File: src/rtl/seg7_scan_driver_if.sv
// -----------------------------------------------------------------------------
// seg7_scan_driver_if
// Bundle between a controller and the seven-segment scan driver.
//   master : drives ena, load, value, dp_mask, blank_lz, brightness;
//            observes seg, dp, an, frame_tick
//   slave  : the scan driver (opposite directions)
// value packs one hex nibble per digit, value[3:0] = digit 0 (rightmost).
// -----------------------------------------------------------------------------
interface seg7_scan_driver_if #(
  parameter int N_DIGITS = 4
);
  logic                  ena;
  logic                  load;
  logic [4*N_DIGITS-1:0] value;
  logic [N_DIGITS-1:0]   dp_mask;
  logic                  blank_lz;
  logic [3:0]            brightness;

  logic [6:0]            seg;
  logic                  dp;
  logic [N_DIGITS-1:0]   an;
  logic                  frame_tick;

  modport master (
    output ena, load, value, dp_mask, blank_lz, brightness,
    input  seg, dp, an, frame_tick
  );

  modport slave (
    input  ena, load, value, dp_mask, blank_lz, brightness,
    output seg, dp, an, frame_tick
  );
endinterface

File: src/rtl/seg7_scan_driver.sv
// -----------------------------------------------------------------------------
// seg7_scan_driver
// Time-multiplexed driver for N_DIGITS hex digits with per-digit decimal
// points, leading-zero blanking and 16-level PWM brightness.
//
// Ports:
//   clk    : system clock
//   rst_n  : asynchronous active-low reset
//   bus    : seg7_scan_driver_if.slave
//            ena        display enable (0 blanks anodes, scan keeps running)
//            load       one-cycle strobe capturing value/dp_mask/blank_lz
//            value      hex nibbles, value[3:0] = digit 0
//            dp_mask    decimal point enable per digit
//            blank_lz   leading-zero blanking enable
//            brightness PWM duty, (brightness+1)/16 of each digit slot
//            seg        segments {g,f,e,d,c,b,a}
//            dp         decimal point
//            an         one-hot digit enable
//            frame_tick one-cycle pulse in the cycle the digit index wraps
//
// Scan timing: prescaler 0..PRESCALE-1 -> sub-tick 0..15 -> digit index
// 0..N_DIGITS-1. Loads are parked in a pending copy and moved to the display
// copy only when the index wraps, so a frame never mixes old and new data.
// -----------------------------------------------------------------------------
module seg7_scan_driver #(
  parameter int N_DIGITS       = 4,
  parameter int PRESCALE       = 1000,
  parameter bit SEG_ACTIVE_LOW = 1'b1,
  parameter bit AN_ACTIVE_LOW  = 1'b1
) (
  input  logic              clk,
  input  logic              rst_n,
  seg7_scan_driver_if.slave bus
);

  localparam int PW = (PRESCALE > 1) ? $clog2(PRESCALE) : 1;
  localparam int IW = (N_DIGITS > 1) ? $clog2(N_DIGITS) : 1;
  localparam int VW = 4 * N_DIGITS;

  localparam logic [PW-1:0] PRESC_LAST = PW'(PRESCALE - 1);
  localparam logic [IW-1:0] IDX_LAST   = IW'(N_DIGITS - 1);

  function automatic logic [6:0] hex_to_seg(input logic [3:0] nib);
    logic [6:0] s;
    case (nib)
      4'h0:    s = 7'h3F;
      4'h1:    s = 7'h06;
      4'h2:    s = 7'h5B;
      4'h3:    s = 7'h4F;
      4'h4:    s = 7'h66;
      4'h5:    s = 7'h6D;
      4'h6:    s = 7'h7D;
      4'h7:    s = 7'h07;
      4'h8:    s = 7'h7F;
      4'h9:    s = 7'h6F;
      4'hA:    s = 7'h77;
      4'hB:    s = 7'h7C;
      4'hC:    s = 7'h39;
      4'hD:    s = 7'h5E;
      4'hE:    s = 7'h79;
      default: s = 7'h71;
    endcase
    return s;
  endfunction

  // ---------------------------------------------------------------------------
  // Scan counters
  // ---------------------------------------------------------------------------
  logic [PW-1:0] presc_q, presc_d;
  logic [3:0]    sub_q, sub_d;
  logic [IW-1:0] idx_q, idx_d;
  logic          presc_wrap, sub_wrap, frame_wrap;
  logic          frame_wrap_next;

  always_comb begin
    presc_wrap = (presc_q == PRESC_LAST);
    sub_wrap   = presc_wrap && (sub_q == 4'hF);
    frame_wrap = sub_wrap && (idx_q == IDX_LAST);

    presc_d = presc_wrap ? '0 : presc_q + PW'(1);
    sub_d   = presc_wrap ? sub_q + 4'd1 : sub_q;
    idx_d   = idx_q;
    if (sub_wrap) begin
      idx_d = frame_wrap ? '0 : idx_q + IW'(1);
    end

    // Looking one cycle ahead lets the registered frame_tick sit in the very
    // cycle the index wraps, so a load issued while frame_tick is high lands
    // at that boundary.
    frame_wrap_next = (presc_d == PRESC_LAST) && (sub_d == 4'hF) &&
                      (idx_d == IDX_LAST);
  end

  always_ff @(posedge clk or negedge rst_n) begin
    if (!rst_n) begin
      presc_q <= '0;
      sub_q   <= '0;
      idx_q   <= '0;
    end else begin
      presc_q <= presc_d;
      sub_q   <= sub_d;
      idx_q   <= idx_d;
    end
  end

  // ---------------------------------------------------------------------------
  // Pending / display double buffer
  // ---------------------------------------------------------------------------
  logic [VW-1:0]       pend_value_q, disp_value_q;
  logic [N_DIGITS-1:0] pend_dp_q, disp_dp_q;
  logic                pend_blz_q, disp_blz_q;
  logic                pend_valid_q;

  always_ff @(posedge clk or negedge rst_n) begin
    if (!rst_n) begin
      pend_value_q <= '0;
      pend_dp_q    <= '0;
      pend_blz_q   <= 1'b0;
      pend_valid_q <= 1'b0;
      disp_value_q <= '0;
      disp_dp_q    <= '0;
      disp_blz_q   <= 1'b0;
    end else if (frame_wrap) begin
      pend_valid_q <= 1'b0;
      // A load in the boundary cycle bypasses the pending copy and wins
      // over anything still parked there.
      if (bus.load) begin
        disp_value_q <= bus.value;
        disp_dp_q    <= bus.dp_mask;
        disp_blz_q   <= bus.blank_lz;
      end else if (pend_valid_q) begin
        disp_value_q <= pend_value_q;
        disp_dp_q    <= pend_dp_q;
        disp_blz_q   <= pend_blz_q;
      end
    end else if (bus.load) begin
      pend_value_q <= bus.value;
      pend_dp_q    <= bus.dp_mask;
      pend_blz_q   <= bus.blank_lz;
      pend_valid_q <= 1'b1;
    end
  end

  // ---------------------------------------------------------------------------
  // Leading-zero blanking: walk down from the top digit, a digit is blanked
  // while every nibble from it upwards is zero. Digit 0 always shows.
  // ---------------------------------------------------------------------------
  logic                upper_zero;
  logic [N_DIGITS-1:0] blanked;

  always_comb begin
    upper_zero = 1'b1;
    blanked    = '0;
    for (int d = N_DIGITS - 1; d >= 0; d--) begin
      upper_zero = upper_zero & (disp_value_q[4*d +: 4] == 4'h0);
      if (d != 0) begin
        blanked[d] = disp_blz_q & upper_zero;
      end
    end
  end

  // ---------------------------------------------------------------------------
  // Current digit select and lit decision (active-high)
  // ---------------------------------------------------------------------------
  logic [3:0]          cur_nib;
  logic                cur_dp;
  logic                cur_blank;
  logic [N_DIGITS-1:0] cur_onehot;
  logic                lit;
  logic [6:0]          seg_raw;
  logic                dp_raw;
  logic [N_DIGITS-1:0] an_raw;

  always_comb begin
    cur_nib    = 4'h0;
    cur_dp     = 1'b0;
    cur_blank  = 1'b0;
    cur_onehot = '0;
    for (int d = 0; d < N_DIGITS; d++) begin
      if (idx_q == IW'(d)) begin
        cur_nib       = disp_value_q[4*d +: 4];
        cur_dp        = disp_dp_q[d];
        cur_blank     = blanked[d];
        cur_onehot[d] = 1'b1;
      end
    end

    // brightness is used live so a change takes effect mid-frame.
    lit     = bus.ena && (sub_q <= bus.brightness) && !cur_blank;
    seg_raw = lit ? hex_to_seg(cur_nib) : 7'h00;
    dp_raw  = lit & cur_dp;
    an_raw  = lit ? cur_onehot : '0;
  end

  // ---------------------------------------------------------------------------
  // Output registers; polarity is applied only here.
  // ---------------------------------------------------------------------------
  logic [6:0]          seg_q;
  logic                dp_q;
  logic [N_DIGITS-1:0] an_q;
  logic                frame_tick_q;

  always_ff @(posedge clk or negedge rst_n) begin
    if (!rst_n) begin
      seg_q        <= {7{SEG_ACTIVE_LOW}};
      dp_q         <= SEG_ACTIVE_LOW;
      an_q         <= {N_DIGITS{AN_ACTIVE_LOW}};
      frame_tick_q <= 1'b0;
    end else begin
      seg_q        <= seg_raw ^ {7{SEG_ACTIVE_LOW}};
      dp_q         <= dp_raw ^ SEG_ACTIVE_LOW;
      an_q         <= an_raw ^ {N_DIGITS{AN_ACTIVE_LOW}};
      frame_tick_q <= frame_wrap_next;
    end
  end

  assign bus.seg        = seg_q;
  assign bus.dp         = dp_q;
  assign bus.an         = an_q;
  assign bus.frame_tick = frame_tick_q;

endmodule

File: src/flat_wrapper.sv
// flat-port wrapper written by rule: the top's interface ports become plain ports
module seg7_scan_driver_flat 
#(
  parameter int N_DIGITS       = 4,
  parameter int PRESCALE       = 1000,
  parameter bit SEG_ACTIVE_LOW = 1'b1,
  parameter bit AN_ACTIVE_LOW  = 1'b1
)
  (clk, rst_n, bus_ena, bus_load, bus_value, bus_dp_mask, bus_blank_lz, bus_brightness, bus_seg, bus_dp, bus_an, bus_frame_tick);
  seg7_scan_driver_if #(.N_DIGITS(N_DIGITS)) bus_i ();
  input  logic clk;
  input  logic rst_n;
  input wire logic [$bits(bus_i.ena)-1:0] bus_ena;
  input wire logic [$bits(bus_i.load)-1:0] bus_load;
  input wire logic [$bits(bus_i.value)-1:0] bus_value;
  input wire logic [$bits(bus_i.dp_mask)-1:0] bus_dp_mask;
  input wire logic [$bits(bus_i.blank_lz)-1:0] bus_blank_lz;
  input wire logic [$bits(bus_i.brightness)-1:0] bus_brightness;
  output wire logic [$bits(bus_i.seg)-1:0] bus_seg;
  output wire logic [$bits(bus_i.dp)-1:0] bus_dp;
  output wire logic [$bits(bus_i.an)-1:0] bus_an;
  output wire logic [$bits(bus_i.frame_tick)-1:0] bus_frame_tick;
  assign bus_i.ena = bus_ena;
  assign bus_i.load = bus_load;
  assign bus_i.value = bus_value;
  assign bus_i.dp_mask = bus_dp_mask;
  assign bus_i.blank_lz = bus_blank_lz;
  assign bus_i.brightness = bus_brightness;
  assign bus_seg = bus_i.seg;
  assign bus_dp = bus_i.dp;
  assign bus_an = bus_i.an;
  assign bus_frame_tick = bus_i.frame_tick;
  seg7_scan_driver #(.N_DIGITS(N_DIGITS), .PRESCALE(PRESCALE), .SEG_ACTIVE_LOW(SEG_ACTIVE_LOW), .AN_ACTIVE_LOW(AN_ACTIVE_LOW)) u_core (.clk(clk), .rst_n(rst_n), .bus(bus_i));
endmodule
File: config.mk
export PLATFORM = sky130hd
export DESIGN_NAME = seg7_scan_driver_flat
export DESIGN_NICKNAME = d
export VERILOG_FILES = /design/src/rtl/seg7_scan_driver_if.sv /design/src/rtl/seg7_scan_driver.sv /design/src/flat_wrapper.sv
export SDC_FILE = /design/constraint.sdc
export NUM_CORES = 1
export LEC_CHECK = 0
export CORE_MARGIN = 2
export CORE_UTILIZATION = 35
export DETAILED_ROUTE_END_ITERATION = 16
export SLEW_MARGIN = 20
export SYNTH_ARGS = -nofsm -noshare
export SYNTH_HDL_FRONTEND = slang
export SYNTH_SLANG_ARGS = --single-unit
File: constraint.sdc
create_clock -name clk -period 3.2 [get_ports clk]
set_input_delay 0.32 -clock clk [delete_from_list [all_inputs] [get_ports clk]]
set_output_delay 0.32 -clock clk [all_outputs]
set_load 0.01 [all_outputs]
### Word level (Yosys, flattened, before mapping)

Memory sizes are Yosys's and may differ from the RTL's.
Cells that the tools add are included.

* add/sub/neg operators: 3
* $lt $le $gt $ge: 1
* equal/unequal tests: 8
* mux-type cells: 29
* bitwise gates (word level): 10
* reductions and logical operators: 15

Operators with widths (number)
* 2-to-1 mux 16 bit: 2
* 2-to-1 mux 4 bit: 8
* equality test 10 bit, second input constant: 2
* 2-to-1 mux 1 bit: 15
* zero test 4 bit: 3
* adder 10 x 1 -> 10 bit, second input constant: 1
* 2-to-1 mux 10 bit: 1
* equality test 4 bit, second input constant: 2
* 2-to-1 mux 7 bit: 1
* inverter 7 bit: 1
* AND 1 bit: 6
* equality test 2 bit, second input constant: 3
* logical AND 1 bit: 6
* adder 4 x 1 -> 4 bit, second input constant: 1
* less-or-equal comparator 4 bit: 1
* 2-to-1 mux 2 bit: 2
* inverter 4 bit: 1
* AND reduction 2 bit: 2
* nonzero test 2 bit: 2
* adder 2 x 1 -> 2 bit, second input constant: 1
* equality test 2 x 1 -> 1 bit, second input constant: 1
* zero test 2 bit: 1
* inverter 1 bit: 2
* zero test 1 bit: 1

* bits in registers: 72
* bits in read-only memories: 112
* input bits: 29
* memories: 1

Memories
* (no name shown): depth 16, bits a word 7, rd ports 1, clocked after Yosys merged registers in 0, write ports 0, RTL line seg7_scan_driver.sv:45 `case (nib)`

### Longest topological paths before layout

Gate-level depths: netlist (run 1).

* depth after elaboration: 11
* depth in mapped cells: 12
* depth with buffers taken out: 11

### Worst setup path before layout (run 1)

Ideal clock, no wire load.

* kind: register to register
* start: reg u_core.idx_q[1]
* end: reg u_core.seg_q[3], in the netlist u_core.bus.seg[3]
* setup time: 0.098 ns
* arrival: 2.308 ns
* data required time: 3.102 ns
* setup slack: 0.794 ns
* cell stages (with the launch flop): 11
* buffers on the path: 1
* period minus slack after synthesis: 2.406 ns
* cells stage by stage: dfrtp_1 > inv_1 > ha_1 > clkbuf_1 > a211oi_1 > a211oi_1 > inv_1 > ha_1 > mux2_2 > nor2_1 > o21ai_0

* cells in the longest elaborated chain, start to end: 8

RTL lines
* start, declared: RTL line seg7_scan_driver.sv:71 `logic [IW-1:0] idx_q, idx_d;`
* start signal, assigned: RTL line seg7_scan_driver.sv:102 `idx_q <= idx_d;`
* zero test 2 bit / equality test 2 x 1 -> 1 bit (equally long branches): RTL line seg7_scan_driver.sv:180 `if (idx_q == IW'(d)) begin`
* 2-to-1 mux 4 bit / 2-to-1 mux 1 bit (equally long branches) (3 in a row): RTL line seg7_scan_driver.sv:180
* 2-to-1 mux 4 bit / zero test 1 bit (equally long branches): RTL line seg7_scan_driver.sv:180, seg7_scan_driver.sv:189
* memory read (16 x 7 bit) / logical AND 1 bit (equally long branches)
* 2-to-1 mux 7 bit *: RTL line seg7_scan_driver.sv:190 `seg_raw = lit ? hex_to_seg(cur_nib) : 7'h00;`
* inverter 7 bit (no line) *
* end signal, assigned: RTL line seg7_scan_driver.sv:205 `seg_q <= {7{SEG_ACTIVE_LOW}};`
* end signal, assigned: RTL line seg7_scan_driver.sv:210 `seg_q <= seg_raw ^ {7{SEG_ACTIVE_LOW}};`
* end, declared: RTL line seg7_scan_driver.sv:198 `logic [6:0] seg_q;`

Every way passes the cells marked *; elsewhere a longest branch is shown, timed or not.
A chain may end at the register's enable or synchronous reset.

### Worst setup path in the final report (run 1)

Same ends and word-level chain as after synthesis.

==> results of run 1 <==
sequential cells by signal, indices dropped and copies added, names as in the netlist:
register	flops
u_core.bus.an	4
u_core.bus.dp	1
u_core.bus.frame_tick	1
u_core.bus.seg	7
u_core.disp_blz_q	1
u_core.disp_dp_q	4
u_core.disp_value_q	16
u_core.idx_q	2
u_core.pend_blz_q	1
u_core.pend_dp_q	4
u_core.pend_valid_q	1
u_core.pend_value_q	16
u_core.presc_q	10
u_core.sub_q	4
final cells by class:
| type | count | area [um^2] | area share |
|---|---|---|---|
| flip-flops and latches | 72 | 1820 | 0.411 |
| multi-input cells | 206 | 1710 | 0.386 |
| repair buffers | 47 | 463 | 0.105 |
| well taps | 136 | 170 | 0.0385 |
| clock buffers | 13 | 169 | 0.0382 |
| inverters | 15 | 56.3 | 0.0127 |
| clock inverters | 2 | 37.5 | 0.00849 |
cell usage in the layout (no fill, tap or decap), types with 5 or more instances in the layout:
master / instances
mux2_2: 66
xnor2_1: 6
ha_1: 17
nand4_1: 6
o21ai_0: 11
nor2_1: 9
o211ai_1: 5
inv_1: 15
buf_4: 5
nand3_1: 6
clkdlybuf4s50_1: 40
dfrtp_1: 60
a21oi_1: 9
clkbuf_8: 12
nand2_1: 23
dfstp_2: 12
per-layer routing:
metal  vias to the layer above  wire length [um]  global-route usage
met1                      1188              3370               0.170
met3                        13               278              0.0392
met4                         0               117              0.0508
li1                       1188                 -                   -
met2                        42              3400               0.226
met5                         -                 0                   0
cells by family after synthesis:
| group | after synthesis | synth area share |
|---|---|---|
| buffers and inverters | 28 | 0.0316 |
| adders and majority gates | 17 | 0.0585 |
| xor gates and xnor gates | 7 | 0.0169 |
| muxes | 68 | 0.210 |
| AOI/OAI and AO/OA | 39 | 0.0715 |
| and+or+nand+nor | 75 | 0.112 |
| DFF | 72 | 0.499 |
stage by stage:
step | instance area [um^2] | total power [mW] | utilization | setup WS (ns) | hold slack [ns]
global route | 4420 | 1.95 | 0.432 | 0.267 | 0.141
detailed placement | 4210 | 1.14 | 0.412 | 0.503 | 0.478
CTS | 4420 | 1.89 | 0.432 | 0.489 | 0.106
floorplan | 3640 | 1.05 | - | 0.794 | 0.0244
finish | 4420 | 1.86 | 0.432 | 0.496 | 0.0853
global placement | 4210 | 1.13 | 0.412 | 0.698 | 0.473
worst min path at each step:
stage,from,end
floorplan,rst_n,u_core.bus.frame_tick$_DFF_PN0_
global placement,rst_n,u_core.pend_dp_q[1]$_DFFE_PN0P_
detailed placement,u_core.presc_q[9]$_DFF_PN0_,u_core.presc_q[9]$_DFF_PN0_
CTS,rst_n,u_core.pend_dp_q[0]$_DFFE_PN0P_
global route,rst_n,u_core.pend_dp_q[0]$_DFFE_PN0P_
finish,rst_n,u_core.pend_dp_q[0]$_DFFE_PN0P_
critical path: cells and delay by family (launching register included):
| family | cells | cell delay (ns) |
|---|---|---|
| buf+inv | 2 | 0.34 |
| compound gates | 3 | 0.78 |
| flops | 1 | 0.41 |
| mux | 1 | 0.27 |
| fa+ha+maj | 2 | 0.75 |
| simple gates | 1 | 0.08 |
power by group through the flow:
stage | clock, mW | sequential [mW] | combinational, mW
after CTS | 0.770 | 0.959 | 0.162
final | 0.744 | 0.958 | 0.157
after global routing | 0.813 | 0.963 | 0.173
after global placement | 0 | 0.974 | 0.159
after detailed placement | 0 | 0.976 | 0.161
after floorplan | 0 | 0.975 | 0.0726
==> summary by stage, run 1 <==
Status
The run finished with clean final reports.

Pwr
Dividing total power by cell area gives a power density of between 400 and 500 nW/um^2. The static leakage is between 1.5 and 2 nW. The share of total power dissipated in sequential elements is 0.516.

The relative contribution of combinational cells to total power is 0.084. The maximum VDD drop is roughly 0.00021 V. The internal portion of the total power is 1.46 mW. Of the total power, the share spent switching nets is 0.214. The reported net switching power is 398 uW. The share of total power dissipated in the clock network is 0.400.

Finish
The number of antenna diodes in the final layout is 0. In the final layout, the share of cells above drive strength 1 is 0.293. The number of nets in the layout is 397. The count of fill cells added during filler insertion is around 980. The count of cells in the finished layout, fillers not included, comes to 491. The area growth from synthesis to final layout is 21.5%.

Placement
The post-placement cell count is roughly 480. Input and output buffers added on the ports amount to 41. The placer congestion estimate is 0.906. Once detailed placement completed, the half-perimeter wirelength came to 5050 um.

Setup path
The endpoint identified for the worst register-to-register timing path is u_core.bus.seg[3]$_DFF_PN1_. The worst setup path is launched from a flip-flop. The startpoint of the worst-slack reg-to-reg timing path is u_core.idx_q[1]$_DFF_PN0_. The critical path starts at u_core.idx_q[1]$_DFF_PN0_. The worst path required time is 3.47 ns. The signal on the critical path passes through inv_1, ha_1, a211oi_1, a211oi_1, inv_1, ha_1, mux2_2, nor2_1, o21ai_0. The largest single stage delay on the critical path is 0.57 ns. The largest fanout on the critical path is 12. The worst setup path is of the flip-flop to flip-flop kind. At the worst endpoint, the arrival time is 2.97 ns.

The worst setup path is captured at a flip-flop. The internal reg-to-reg setup slack is 0.50 ns. The cell count of the worst reg-to-reg path is 9. In this run the worst setup path terminates at u_core.bus.seg[3]$_DFF_PN1_. The highest-delay cell along the critical path is a211oi_1.

Min path
The path class of the lowest-slack min-delay path is input pin to asynchronous set/reset pin.

STA
The transition time at the pin with the least slew margin is between 0.8 and 0.9 ns. The number of failing hold endpoints at the final stage is 0. The final sum of negative setup slack is 0 ns. The count of pins over their slew limit is 0. The final-report setup violation count is 0. The final period utilization is 0.845.

The minimum clock period is approximately 2.7 ns. Clock skew on the completed layout was measured at 0.0148 ns. The highest achievable clock rate is 370 MHz. The worst slew margin relative to its limit is 0.428.

Setup repair after global routing left no endpoint under its margin.

Synth
For this run, the register share of the synthesized area comes to 0.499. After synthesis, the most frequently instantiated cells are 66 x mux2_2, 60 x dfrtp_1, 23 x nand2_1. Counting every net in the synthesized netlist gives 352. The share of synthesized area in the top cell type comes to 0.413. The warning count from the yosys run is 0.

The number of enable-type register cells in the synthesized netlist is 0. In the synthesized netlist the dominant register cell turns out to be dfrtp_1. The largest area contributor in the synthesized netlist is dfrtp_1. The synthesized netlist contains 42 unique library cells.

The proportion of synthesized flip-flops having asynchronous set or reset is 1.00. Sorting the synthesized cells by area gives the leading types as dfrtp_1 41%, mux2_2 20%, dfstp_2 8.7%. The most frequently used cell type in the post-synthesis netlist is mux2_2. Summing every instance area after synthesis gives 3640 um^2. Synthesis produced 306 cells. The synthesized area per cell is 11.9 um^2.

The flop and latch count out of synthesis is 72.

Detailed routing
The number of iterations in the first detailed-routing pass is 4. The number of violations reported at the end of detailed-routing iteration 0 is 95. In the routed layout, each cell is associated on average with a via count of 4.95. The number of remaining DRC errors is 0.

For this block, the routed nets add up to 7160 um of wire. Dividing the detail-routed wire length by the instance count gives about 15 um. The number of nets with antenna violations after detailed routing is 0. The routed via count is 2431.

Floorplan
From left edge to right edge, the die measures ~110 um. The die covers 11200 um^2. In this run the core area contains 37 standard-cell rows. The region available for standard cell placement spans 10200 um^2.

42 I/O pins were placed. In this run the vertical extent of the chip is 106 um. The initial utilization of the core area, before any placement, comes to 0.356.

GRT
The maximum number of pins on one net before global-route repair is 38. The number of global-route vias before repair is 2527. The first global-routing pass estimated 12000 um of wire. The initial antenna violation count came to 0.

Global routing finished with a remaining overflow of 0. For this run, the total global-route usage over all layers was measured as 0.136.

Clocking
TritonCTS built the clock tree. In this run, post-CTS repair resized a total of 0 instances. The buffer cell driving the clock tree root is clkbuf_8.

Buffers inserted to repair hold after CTS numbered 0. The clock net in this run drives a total of 72 sinks. Clock latency on the worst-skew pair, taken at its later pin, is 0.35 ns. The H-tree generated during clock tree synthesis spans 3 levels. The total setup buffers inserted after CTS is 0.

The clock slew seen by the registers of the worst setup and hold paths is about 0.07 ns. The TritonCTS buffer count is 9. The clock passes through at most 2 buffers.

Job
Max-cap violations in this run came to 0.
No activity file was read; power rests on OpenSTA's default activity.
==> run 2: changes to the inputs <==
clock period = 2.58 ns   (was 3.2 ns; I/O delays follow)
==> summary by stage, run 2 (same netlist as run 1, synthesis figures left out) <==
Setup path
The worst setup path is launched from a flip-flop. The cell count of the worst reg-to-reg path is 9. The critical path start-end classification is flip-flop to flip-flop. In this run the worst path has a maximum fanout of 12. Data arrives at the worst endpoint at 2.64 ns.

The largest individual stage delay along the critical path comes from the cell dfrtp_1. For the worst setup path, the data required time is approximately 2.9 ns. The internal reg-to-reg setup slack is roughly 0.22 ns.

In this run the critical register-to-register path is captured at u_core.bus.seg[3]$_DFF_PN1_. The startpoint of the worst-slack reg-to-reg timing path is u_core.idx_q[1]$_DFF_PN0_. The element type at the critical path end is a flip-flop. The critical path goes through inv_1, ha_1, a211oi_1, a211oi_1, inv_1, ha_1, mux2_2, nor2_1, o21ai_0.

The largest stage delay on the critical path is around 0.42 ns.

STA
At the pin with the least slew margin, the transition time is 0.617 ns. The worst slew margin relative to its limit is 0.589. The number of failing hold endpoints at the final stage is 0. The final sum of negative setup slack is 0 ns.

The routed design could run at a clock period as short as 2.36 ns. Based on the critical path, the design can be clocked at up to roughly 420 MHz. The final period utilization is 0.916. The final-report setup violation count is 0. The count of pins over their slew limit was 0.

Setup repair after global routing left no endpoint under its margin. Hold is met by between 0.4 and 0.5 ns. On the final layout, the worst clock skew is 0.00995 ns. The minimum setup slack in the final design is roughly 0.22 ns.

Clocking
The depth of the CTS H-tree is 3. No sink is reached through more buffers than the 2 on the longest clock path. At the later pin of the worst-skew pair, clock insertion delay measures 0.35 ns. TritonCTS built the clock tree. The TritonCTS buffer count is 9.

The buffer cell driving the clock tree root is clkbuf_8. The clock slew seen by the registers of the worst setup and hold paths is 0.08 ns. The number of sinks handled by clock tree synthesis is 72.

Placement
OpenSTA, run right after detailed placement, puts the worst setup slack at 0.202 ns. The wire-length estimate of the detail-placed layout is between 4000 and 5000 um. The number of buffer cells added on primary ports is between 40 and 50. The total placed instance area is 4250 um^2. After detailed placement, the design holds a cell count of 479. The placer congestion estimate is 0.865.

Detailed routing
After detailed routing, the average wire length per cell comes to 14.0 um. Using the TritonRoute via totals, the vias-per-cell ratio works out to around 4.9. The routed via count is approximately 2.4k.

The number of nets with antenna violations after detailed routing is 0. After detailed routing, the total wire length is between 6000 and 7000 um. The number of remaining DRC errors is 0. The number of iterations in the first detailed-routing pass is 4. The number of violations reported at the end of detailed-routing iteration 0 is 81.

Min path
The tightest min-delay check is of the input pin to asynchronous set/reset pin type.

Finish
The fraction of the core area covered by cells at the end of the flow is 0.438. Of the cells placed in the final design, the portion with a size suffix greater than 1 is 0.306. The area growth from synthesis to final layout is 23.1%. The number of nets in the layout is 401.

In the layout the commonest cells are 66 x mux2_2, 60 x dfrtp_1, 40 x clkdlybuf4s50_1. The library cell used most frequently in the layout, excluding fill and tap cells, is mux2_2. Summing all non-filler instances in the final layout gives an area of 4480 um^2. In the final layout, the registers with the most flip-flops are u_core.disp_value_q (16), u_core.pend_value_q (16), u_core.presc_q (10). After the flow finishes, the layout carries non-filler instances totaling about 500. The count of fill cells added during filler insertion is 953. The number of inserted diodes is 0.

Pwr
For this design the static power due to leakage is 1.91 nW. The maximum VDD drop is 0.000305 V. For this design the ratio of total power to cell area is around 530 nW/um^2.

The total chip power is 2.36 mW.

GRT
The number of global-route vias before repair is around 2.5k. The total global-route track usage is 0.132. The initial antenna violation count is 0. Entering global routing, the biggest net connects 73 pins. The residual overflow from global routing is 0. The wire length of the first global-routing pass is 11800 um.

Floorplan
The standard cell core area is 10200 um^2. For this design the top-level I/O count stands at 42. The initial utilization of the core area, before any placement, comes to 0.356. Row generation in the floorplan step produced 37 rows. The die area is roughly 11000 um^2. The die span in x is 106 um. In this run the vertical extent of the chip is ~110 um.

Job
The max-capacitance violation count is 0.

Status
The run finished with clean final reports.
run 2: cell count changes in the layout (fill, tap and decap cells not counted), sizes merged:
cell,previous run,this run
buf,7,10
clkinv,0,2
dlygate4sd3,0,1
clkbuf,13,9
bufinv,1,2
clkinvlp,1,3
run 2: report_power, final:
part           switching [mW]  internal (mW)  leakage (nW)
combinational          0.0765          0.121         0.915
sequential             0.0156           1.17         0.897
clock                   0.431          0.543         0.101
total                   0.524           1.84          1.91
run 2: what timing repair did:
item,in CTS,in global routing
setup buffers,0,0
resized for setup,0,1
hold endpoints to repair,60,0
hold buffers,1,0
setup endpoints to repair,0,2
run 2: worst max-delay path, delay by kind of cell (launching register included):
| kind | cells | cell delay [ns] |
|---|---|---|
| fa+ha+maj | 2 | 0.71 |
| compound gates | 3 | 0.54 |
| flops | 1 | 0.42 |
| buf+inv | 2 | 0.27 |
| mux | 1 | 0.27 |
| simple gates | 1 | 0.08 |
run 2: area by class of cell:
class                   instances  area, um^2  share of cell area
repair buffers                 51         508               0.113
clock inverters                 7        96.3              0.0215
multi-input cells             206        1710               0.381
inverters                      15        56.3              0.0126
well taps                     136         170              0.0380
clock buffers                   9         124              0.0276
flip-flops and latches         72        1820               0.405
run 2: worst max-delay path by stage:
stage | endpoint | from | slack, ns
floorplan | u_core.bus.seg[3]$_DFF_PN1_ | u_core.idx_q[1]$_DFF_PN0_ | 0.17
global placement | u_core.bus.seg[3]$_DFF_PN1_ | u_core.idx_q[0]$_DFF_PN0_ | 0.24
detailed placement | u_core.bus.seg[3]$_DFF_PN1_ | u_core.idx_q[0]$_DFF_PN0_ | 0.20
CTS | u_core.bus.seg[3]$_DFF_PN1_ | u_core.idx_q[0]$_DFF_PN0_ | 0.18
global route | u_core.bus.seg[3]$_DFF_PN1_ | u_core.idx_q[1]$_DFF_PN0_ | 0.006
finish | u_core.bus.seg[3]$_DFF_PN1_ | u_core.idx_q[1]$_DFF_PN0_ | 0.22
run 2: per-layer routing:
layer | share of wire | routed length, um | up-vias | track usage
li1 | - | - | 1189 | -
met1 | 0.47 | 3280 | 1195 | 0.176
met2 | 0.47 | 3280 | 47 | 0.205
met3 | 0.037 | 256 | 10 | 0.0319
met4 | 0.020 | 136 | 0 | 0.0564
met5 | 0 | 0 | - | 0
